## src/rtl/dip_debounce.sv

```systemverilog
`default_nettype none
// ============================================================================
// Module  : dip_debounce
// Brief   : 4-bit DIP debouncer: 2-flop sync, tap-edge strobe, settle FSM.
//           Optional chg pulse flop enabled by macro DIP_DEBOUNCE_CHG_EN.
// Revision: 1.0 - initial release
// ============================================================================
module dip_debounce #(
  parameter int NTAPS        = 6,
  parameter int TAP_SEL      = 0,
  parameter int STABLE_TICKS = 4
) (
  input  logic             clk,
  input  logic             rst_n,
  input  logic [NTAPS-1:0] taps,
  input  logic [3:0]       dip_raw,
  output logic [3:0]       val,
  output logic             chg,
  output logic             busy
);

  localparam logic [3:0] c_stable_ticks = 4'(STABLE_TICKS);

  typedef enum logic [1:0] {
    IDLE   = 2'd0,
    SETTLE = 2'd1,
    COMMIT = 2'd2
  } state_t;

  state_t     r_state;
  state_t     w_next;
  logic [3:0] r_sync1;
  logic [3:0] r_sync2;
  logic       r_tap_prev;
  logic [3:0] r_cand;
  logic [3:0] r_cnt;
  logic [3:0] r_val;
  logic       r_busy;
  logic [3:0] w_cand_nxt;
  logic [3:0] w_cnt_nxt;
  logic [3:0] w_cnt_inc;
  logic [3:0] w_val_nxt;
  logic       w_strobe;
  logic       w_unused_taps;

  // Only TAP_SEL is consumed; the remaining taps belong to other blocks.
  assign w_unused_taps = ^taps;
  assign w_strobe      = taps[TAP_SEL] & ~r_tap_prev;
  assign w_cnt_inc     = r_cnt + 4'd1;

  always_ff @(posedge clk or negedge rst_n) begin
    if (!rst_n) begin
      r_sync1    <= 4'd0;
      r_sync2    <= 4'd0;
      r_tap_prev <= 1'b0;
      r_state    <= IDLE;
      r_cand     <= 4'd0;
      r_cnt      <= 4'd0;
      r_val      <= 4'd0;
      r_busy     <= 1'b0;
    end else begin
      r_sync1    <= dip_raw;
      r_sync2    <= r_sync1;
      r_tap_prev <= taps[TAP_SEL];
      r_state    <= w_next;
      r_cand     <= w_cand_nxt;
      r_cnt      <= w_cnt_nxt;
      r_val      <= w_val_nxt;
      r_busy     <= (w_next == SETTLE);
    end
  end

  // Reload takes priority over counting, so a strobe coincident with a new
  // candidate is never credited to it.
  always_comb begin
    w_next     = r_state;
    w_cand_nxt = r_cand;
    w_cnt_nxt  = r_cnt;
    case (r_state)
      IDLE: begin
        if (r_sync2 != r_val) begin
          w_cand_nxt = r_sync2;
          w_cnt_nxt  = 4'd0;
          w_next     = SETTLE;
        end
      end
      SETTLE: begin
        if (r_sync2 == r_val) begin
          w_next = IDLE;
        end else if (r_sync2 != r_cand) begin
          w_cand_nxt = r_sync2;
          w_cnt_nxt  = 4'd0;
        end else if (w_strobe) begin
          if (r_cnt != 4'hF) w_cnt_nxt = w_cnt_inc;
          if (w_cnt_inc == c_stable_ticks) w_next = COMMIT;
        end
      end
      COMMIT:  w_next = IDLE;
      default: w_next = IDLE;
    endcase
    // Registered outputs load on entry so they are visible during COMMIT.
    w_val_nxt = (w_next == COMMIT) ? w_cand_nxt : r_val;
  end

`ifdef DIP_DEBOUNCE_CHG_EN
  logic r_chg;

  always_ff @(posedge clk or negedge rst_n) begin
    if (!rst_n) r_chg <= 1'b0;
    else        r_chg <= (w_next == COMMIT);
  end

  assign chg = r_chg;
`else
  assign chg = 1'b0;
`endif

  assign val  = r_val;
  assign busy = r_busy;

endmodule
`default_nettype wire
```

## config.mk

```make
export PLATFORM = sky130hd
export DESIGN_NAME = dip_debounce
export DESIGN_NICKNAME = d
export VERILOG_FILES = /design/src/rtl/dip_debounce.sv
export SDC_FILE = /design/constraint.sdc
export NUM_CORES = 1
export LEC_CHECK = 0
export CAP_MARGIN = 20
export CORE_MARGIN = 3
export CORE_UTILIZATION = 40
export CTS_BUF_LIST = sky130_fd_sc_hd__clkbuf_8 sky130_fd_sc_hd__clkbuf_16
export DETAILED_ROUTE_END_ITERATION = 8
export PLACE_DENSITY_LB_ADDON = 0.08
export SETUP_SLACK_MARGIN = 0.2
export SLEW_MARGIN = 20
export SYNTH_ARGS = -nofsm -noshare
export SYNTH_HDL_FRONTEND = slang
export SYNTH_SLANG_ARGS = --single-unit
```

## constraint.sdc

```tcl
create_clock -name clk -period 1.82 [get_ports clk]
set_clock_uncertainty 0.1 [all_clocks]
set_input_delay 0.182 -clock clk [delete_from_list [all_inputs] [get_ports clk]]
set_output_delay 0.182 -clock clk [all_outputs]
set_load 0.03 [all_outputs]
```

# Word level (Yosys, flattened, before mapping)
# Cells that the tools add are included.
[totals]
input_bits = 12
output_inout_bits = 6
regBits = 24
[classes]
eq_ne = 12
mux = 16
n_reduce_logical = 3
add_sub_neg = 1
n_bitwise = 2
[ops]
columns = ["cell", "count"]
rows = [
  ["4-bit two-way mux", 8],
  ["4-bit one-hot mux with 2 select lines", 2],
  ["2-bit two-way mux", 5],
  ["4-bit != test", 2],
  ["3-bit != test, second input constant", 2],
  ["5-bit AND reduction", 1],
  ["4-bit by 1-bit adder with 4-bit output, second input constant", 1],
  ["2-bit by 1-bit equality test with 1-bit output, second input constant", 2],
  ["4-bit by 3-bit equality test with 1-bit output, second input constant", 1],
  ["4-bit equality test", 1],
  ["2-bit != test, second input constant", 2],
  ["4-bit != test, second input constant", 1],
  ["2-bit one-hot mux with 2 select lines", 1],
  ["2-bit equality test, second input constant", 1],
  ["2-bit logical NOT", 1],
  ["2-bit nonzero test", 1],
  ["1-bit AND", 1],
  ["1-bit NOT", 1],
]

# Depth between registers and ports, before layout
# Gate-level depths: netlist (run 1).
[depth]
depth_word = 8
mapped_depth = 6
ltp_nobuf = 6

# Worst setup path before layout (run 1)
# Ideal clock, no wire load.
[synth_timing]
kind = "reg2reg"
start = "reg r_cnt[0]"
end = "reg r_val[0], in the netlist val[0]"
synth_period_minus_slack_ps = 1661
setup_slack_ps = 159
required_ps = 1592
path_stages_with_launch = 7
arrival_time_ps = 1433
cell_sequence = "dfrtp_1 -> ha_1 -> inv_1 -> nor3_2 -> nand3b_1 -> nor3_4 -> mux2_1"
[synth_between]
elab_chain_cells = 8
[synth_rtl]
columns = ["item", "line_no", "text"]
rows = [
  ["start: declaration", "36", "logic [3:0] r_cnt;"],
  ["start signal: assignment", "67", "r_cnt <= w_cnt_nxt;"],
  ["4-bit by 1-bit adder with 4-bit output", "49", "assign w_cnt_inc = r_cnt + 4'd1;"],
  ["4-bit by 3-bit equality test with 1-bit output", "95", "if (w_cnt_inc == c_stable_ticks) w_next = COMMIT;"],
  ["2-bit two-way mux", "95", ""],
  ["2-bit two-way mux", "93", "end else if (w_strobe) begin"],
  ["2-bit two-way mux", "90", "end else if (r_sync2 != r_cand) begin"],
  ["2-bit two-way mux", "88", "if (r_sync2 == r_val) begin"],
  ["2-bit one-hot mux with 2 select lines", "79", "case (r_state)"],
  ["2-bit equality test", "102", "w_val_nxt = (w_next == COMMIT) ? w_cand_nxt : r_val;"],
  ["end signal: assignment", "68", "r_val <= w_val_nxt;"],
  ["end: declaration", "37", "logic [3:0] r_val;"],
]
# Every way passes these cells.
# A chain may end at the register's enable or synchronous reset.

# Worst setup path in the final report (run 1)
[layout_timing]
start = "reg r_sync2[1]"
end = "reg r_val[2], in the netlist val[2]"
[layout_between]
elab_chain_cells = 5
elab_cells_between_ends = 12
cone_classes = "4 x eq/ne; 8 x mux"
[layout_rtl]
columns = ["item", "line_no", "text"]
rows = [
  ["start: declaration", "33", "logic [3:0] r_sync2;"],
  ["start signal: assignment", "63", "r_sync2 <= r_sync1;"],
  ["4-bit != test", "90", ""],
  ["2-bit two-way mux", "90", ""],
  ["2-bit two-way mux", "88", ""],
  ["2-bit one-hot mux with 2 select lines", "79", ""],
  ["2-bit equality test", "102", ""],
]
# Parallel ways exist; a longest one is shown, timed or not.

==> reports/metrics.cfg, run 1 <==
[critical_path]
end_kind = flop
max_stage_delay_ns = 0.42
path_delay_family = flip-flops
crit_fanout = 4
reg2reg_from = r_sync2[1]
worst-endpoint-arrival_ns = 1.71
critPathBufInv = 1
timing_worst_setup_path_type = reg2reg
crit_slowest_cell = dfrtp_1
worstSetupStartpointType = flop
crit_required_ns = 1.87
critical_path.startpoint = r_sync2[1]
critical_path.cell_chain = xnor2_2, nand4_2, nor3_4, buf_12, mux2_4

[routing]
wirelength_microns = 1897
drc = 0
vias = 677
wl_per_cell_microns = 13.95
drt-initial-drc-count = 2
ant_nets = 0
dr.pass1.iters = 3
vias_per_cell = 4.978

[final_layout]
areaGrowthSynthToFinish_pct = 49.27
finalNetCount = 122
mostFrequentLayoutCells = dfrtp_1 (23), buf_4 (11), mux2_4 (8), clkdlybuf4s50_1 (7), buf_6 (6)
n_antenna_cell = 0
drive_gt1_share_pct = 44.44
mostFrequentLayoutCell = dfrtp_1
post-route-util_pct = 65.89

[grt]
grt_use_met1_pct = 16.98
antenna_found_initial = 0
top_usage_layer = met2
grt.overflow.total = 0
use_met3_pct = 3.448
grt_pass1_wl_microns = 3394
grt_max_degree = 25
track_usage_pct = 13.69
grt_pass1_vias = 756
grt_util_met2_pct = 22.77

[synth]
yosys_warnings = 0
syn_inst = 77
synth_top_area_share_pct = 58.68
syn_nets = 90
synth_largest_area_cell = dfrtp_1
ys_seq_elements = 24
syn_area_sq_um = 1023
ys_top_cells_by_area = dfrtp_1 (59%), mux2_1 (8.8%), xnor2_1 (6.8%)
synth_cell_types = 29
syn_area_per_cell_sq_um = 13.29
seq_area_frac_synth_pct = 58.68

[pwr]
p_comb_share_pct = 11.2
peakVddDrop_v = 0.0005688
swShare_pct = 21.51
power.total_mw = 1.031
p_switching_mw = 0.2217
p_leak_nw = 0.7330
pwr-share-clk_pct = 34.1
p_per_area_nw_per_um2 = 674.7
internal_power_mw = 0.8090
p_seq_share_pct = 54.7

[clock_network]
cts_buffers = 3
htree_levels = 1
clockBufferDepth = 2
clockRootBuffer = clkbuf_8
tritoncts = built
insertion_delay_ns = 0.26
clkTransAtPathRegs_ns = 0.08
hold_buffers = 0
clkSinkCount = 24

[floorplan]
die_x_microns = 56.59
start_util_pct = 44.14
die_h_microns = 56.59
core_sq_um = 2318
ios = 18
num_rows = 17
die-area_sq_um = 3202

[place]
dp_hpwl_microns = 1278
dp_slack_ns = -0.08447
place_congestion = 0.6925
port-buffer-count = 11

[outcome]
status = finished clean

[timing]
setup_viol = 0
fin_crit_sh_pct = 91.54
finalWorstSetupSlack_ns = 0.1540
hold_ws_ns = 0.1752
slew_violations = 0
period_minus_slack_ns = 1.666
rsz0062_at_grt = true
fmax_mhz = 600.3
hold_violations = 0

[hold_path]
min_path_type = in2async

[job]
max-cap-violations = 0

==> final cells by class <==
cell class	instances	area, sq um
clock buffer	4	55.05
multi-input combinational	48	534.3
sequential	24	601.8
tap	28	35.03
timing repair buffer	29	290.3
fill	172	790.8
inverter	3	11.26
==> through the flow <==
| step | instances | setup TNS (ns) | instance area, sq um |
|---|---|---|---|
| floorplan | 77 | 0 | 1023 |
| global placement | 124 | -0.2163 | 1231 |
| detailed placement | 124 | -0.2930 | 1231 |
| CTS | 135 | 0 | 1443 |
| global route | 136 | 0 | 1528 |
| finish | 136 | 0 | 1528 |
==> power groups by stage <==
stage,sequential [mW],combinational [mW],clock (mW)
final,0.564,0.115,0.351
after global routing,0.567,0.125,0.391
after CTS,0.563,0.101,0.365
after detailed placement,0.571,0.0821,0
after global placement,0.570,0.0810,0
after floorplan,0.572,0.0374,0
==> synthesized netlist by cell type <==
cell type	n
a21oi_1	2
a311oi_1	1
a41o_1	1
and2b_1	1
and4_1	1
buf_2	1
buf_4	1
conb_1	1
dfrtp_1	24
ha_1	1
inv_1	3
mux2_1	8
nand2_1	4
nand2b_1	1
nand3_1	1
nand3_2	1
nand3b_1	1
nand4_1	1
nand4_2	1
nand4bb_1	1
nor2_1	1
nor2b_1	2
nor3_2	2
nor3_4	1
o2111a_1	1
o21ai_1	4
o21bai_1	1
o31ai_2	1
xnor2_1	8
==> kinds of logic after synthesis <==
logic type | Yosys count | synth area share (%)
AOI/OAI and AO/OA | 11 | 7.824
xor gates and xnor gates | 8 | 6.846
adders and majority gates | 1 | 1.222
buffers and inverters | 5 | 2.322
DFF | 24 | 58.68
muxes | 8 | 8.802
other | 1 | 0.3664
and+or+nand+nor | 19 | 13.94
==> repair_timing <==
| item | in CTS | in global routing |
|---|---|---|
| cloned | 0 | 0 |
| buffers inserted | 7 | 1 |
| resized for setup | 19 | 16 |
| endpoints found under the hold margin | 0 | 0 |
| setup endpoints to repair | 12 | 17 |
| pin swaps | 11 | 7 |
==> sequential cells by signal, summed over array words and instances (netlist names) <==
register,count
busy,1
r_cand,4
r_cnt,4
r_state,2
r_sync1,4
r_sync2,4
r_tap_prev,1
val,4
==> final timing paths <==
| kind | endpoint | slack (ns) | depth (start not counted) |
|---|---|---|---|
| max | val[2] | 0.15 | 5 |
| min | r_sync2[1] | 0.18 | 2 |
| max reg2reg | val[2] | 0.15 | 5 |
| min reg2reg | r_sync2[0] | 0.26 | 0 |
| max in group asynchronous | r_sync2[3] | 1.20 | 2 |
| min in group clk | r_sync1[2] | 0.25 | 1 |
==> routing by layer <==
metal / vias to the layer above / share of wire (%)
met4: 0 / 0.63
met3: 2 / 3.0
met2: 8 / 51
met5: - / 0
met1: 337 / 46
li1: 330 / -
Power figures use the tool's default switching activity.
==> run 2, diff against run 1 <==
Settings changed: SLEW_MARGIN 20 to not set.
==> results of run 2 <==
The final DEF is identical to that of run 1; final timing and power are the same.
==> run 3, diff against run 2 <==
Clock period 1.82 ns to 1.36 ns, I/O delays scaled along.
==> reports/metrics.cfg, run 3 (synthesis results as in run 1) <==
[outcome]
violations = setup timing
status = finished with violations

[floorplan]
die-area_sq_um = 3202  ; unchanged
die_x_microns = 56.59  ; unchanged
ios = 18  ; unchanged
die_h_microns = 56.59  ; unchanged
start_util_pct = 44.14  ; unchanged
core_sq_um = 2318  ; unchanged
num_rows = 17  ; unchanged

[grt]
grt.overflow.total = 0  ; unchanged
top_usage_layer = met2
track_usage_pct = 15.87  ; +2.2 points
antenna_found_initial = 0  ; unchanged
grt_util_met2_pct = 25.91  ; +3.1 points
grt_max_degree = 25  ; unchanged
grt_use_met1_pct = 20.12  ; +3.1 points
grt_pass1_wl_microns = 3884  ; +14%
grt_pass1_vias = 807  ; +6.7%
use_met3_pct = 5.057  ; +1.6 points

[final_layout]
finalNetCount = 128  ; +4.9%
drive_gt1_share_pct = 57.89  ; +13 points
areaGrowthSynthToFinish_pct = 61.00
n_fill_cell = 153  ; -11%
n_antenna_cell = 0  ; unchanged
mostFrequentLayoutCells = dfrtp_1 (19), buf_4 (16), buf_6 (11), clkdlybuf4s50_1 (6)
mostFrequentLayoutCell = dfrtp_1

[critical_path]
crit_required_ns = 1.41  ; -0.46 ns
cp_common_cell = nor3_4
reg2reg_from = r_cnt[0]
r2r-end = val[3]
r2r_setup_slack_ns = -0.35  ; -0.50 ns
ff2ff_path_depth = 6  ; +1
crit_fanout = 4  ; unchanged
end_kind = flop
critical_path.cell_chain = ha_2, inv_2, nor3_4, nand3b_1, nor3_4, mux2_1
max_stage_delay_ns = 0.37  ; -0.05 ns
worst-endpoint-arrival_ns = 1.76  ; +0.05 ns
worstSetupStartpointType = flop
timing_worst_setup_path_type = reg2reg
crit_slowest_cell = dfrtp_1

[timing]
period_minus_slack_ns = 1.707  ; +0.04079 ns
fin_crit_sh_pct = 125.5  ; +34 points
fmax_mhz = 585.9  ; -2.4%
rsz0062_at_grt = true
hold_violations = 0  ; unchanged
setup_viol = 15  ; +15
finalWorstSetupSlack_ns = -0.3468  ; -0.5008 ns
finalSetupTns_ns = -4.155  ; -4.155 ns
slew_violations = 0  ; unchanged

[routing]
dr.pass1.iters = 4  ; +1
ant_nets = 0  ; unchanged
drc = 0  ; unchanged
drt-initial-drc-count = 12  ; +10
wirelength_microns = 2247  ; +18%
vias = 726  ; +7.2%
vias_per_cell = 5.113  ; +2.7%
wl_per_cell_microns = 15.82  ; +13%

[place]
place_congestion = 0.6949  ; +0.35%
dp_slack_ns = -0.4227  ; -0.3382 ns
port-buffer-count = 11  ; unchanged
dp_hpwl_microns = 1319  ; +3.2%

[pwr]
p_per_area_nw_per_um2 = 940.3  ; +39%
peakVddDrop_v = 0.001290  ; +130%
p_leak_nw = 0.7121  ; -2.9%

[clock_network]
tritoncts = built
clockBufferDepth = 2  ; unchanged
hold_buffers = 0  ; unchanged
clkSinkCount = 24  ; unchanged
clkTransAtPathRegs_ns = 0.08  ; about the same
insertion_delay_ns = 0.27  ; about the same
clockRootBuffer = clkbuf_8
cts_buffers = 3  ; unchanged
htree_levels = 1  ; unchanged

[job]
max-cap-violations = 0  ; unchanged

[hold_path]
min_path_type = in2async

-- run 3: what timing repair did --
item,in CTS,in global routing
endpoints found under the setup margin,20,20
pin swaps,15,7
buffers inserted,3,4
gates resized for setup,37,14
hold endpoints to repair,0,0
-- run 3: worst max path at each step --
| stage | start | end | slack, ns | cells after the start |
|---|---|---|---|---|
| 2_1_floorplan | r_cnt[0] | val[0] | -0.30 | 6 |
| 3_3_place_gp | r_sync2[1] | val[2] | -0.42 | 4 |
| 3_5_place_dp | taps[0] | val[2] | -0.42 | 6 |
| 4_1_cts | r_cnt[0] | val[2] | -0.38 | 6 |
| 5_1_grt | r_cnt[0] | val[3] | -0.46 | 6 |
| 6_report | r_cnt[0] | val[3] | -0.35 | 6 |
-- run 3: per-stage QoR --
step,utilization (%),hold WS [ns],area (sq um),power (mW),std cells
detailed placement,54.94,0.2365,1274,0.8716,131
global route,71.07,0.1330,1648,1.619,142
CTS,66.86,0.1279,1550,1.546,138
floorplan,-,-0.2596,1023,0.8148,77
finish,71.07,0.1215,1648,1.549,142
global placement,54.94,0.2316,1274,0.8695,131
-- run 3: worst max-delay path, delay by kind of cell (launching register included) --
family / cells / cell delay, ns
multiplexers: 1 / 0.35
adder cells (fa/ha/maj): 1 / 0.20
flip-flops: 1 / 0.37
buffers and inverters: 1 / 0.06
AND/OR/NAND/NOR: 3 / 0.52
-- run 3: area by class of cell --
class | instances | area, sq um | area share [%]
clock inverters | 1 | 30.03 | 1.822
well taps | 28 | 35.03 | 2.126
inverters | 3 | 11.26 | 0.6834
repair buffers | 35 | 329.1 | 19.97
flip-flops and latches | 24 | 606.8 | 36.83
multi-input cells | 48 | 594.3 | 36.07
clock buffers | 3 | 41.29 | 2.506
-- run 3: routing by layer --
layer | part of all wire [%] | vias up
met1 | 41 | 361
met5 | 0 | -
met3 | 5.9 | 4
li1 | - | 342
met2 | 52 | 19
met4 | 1.3 | 0
-- run 3: power by group --
| part | internal (mW) | switching (mW) |
|---|---|---|
| clock network | 0.393 | 0.217 |
| logic | 0.100 | 0.0744 |
| registers | 0.738 | 0.0267 |
| total | 1.23 | 0.318 |
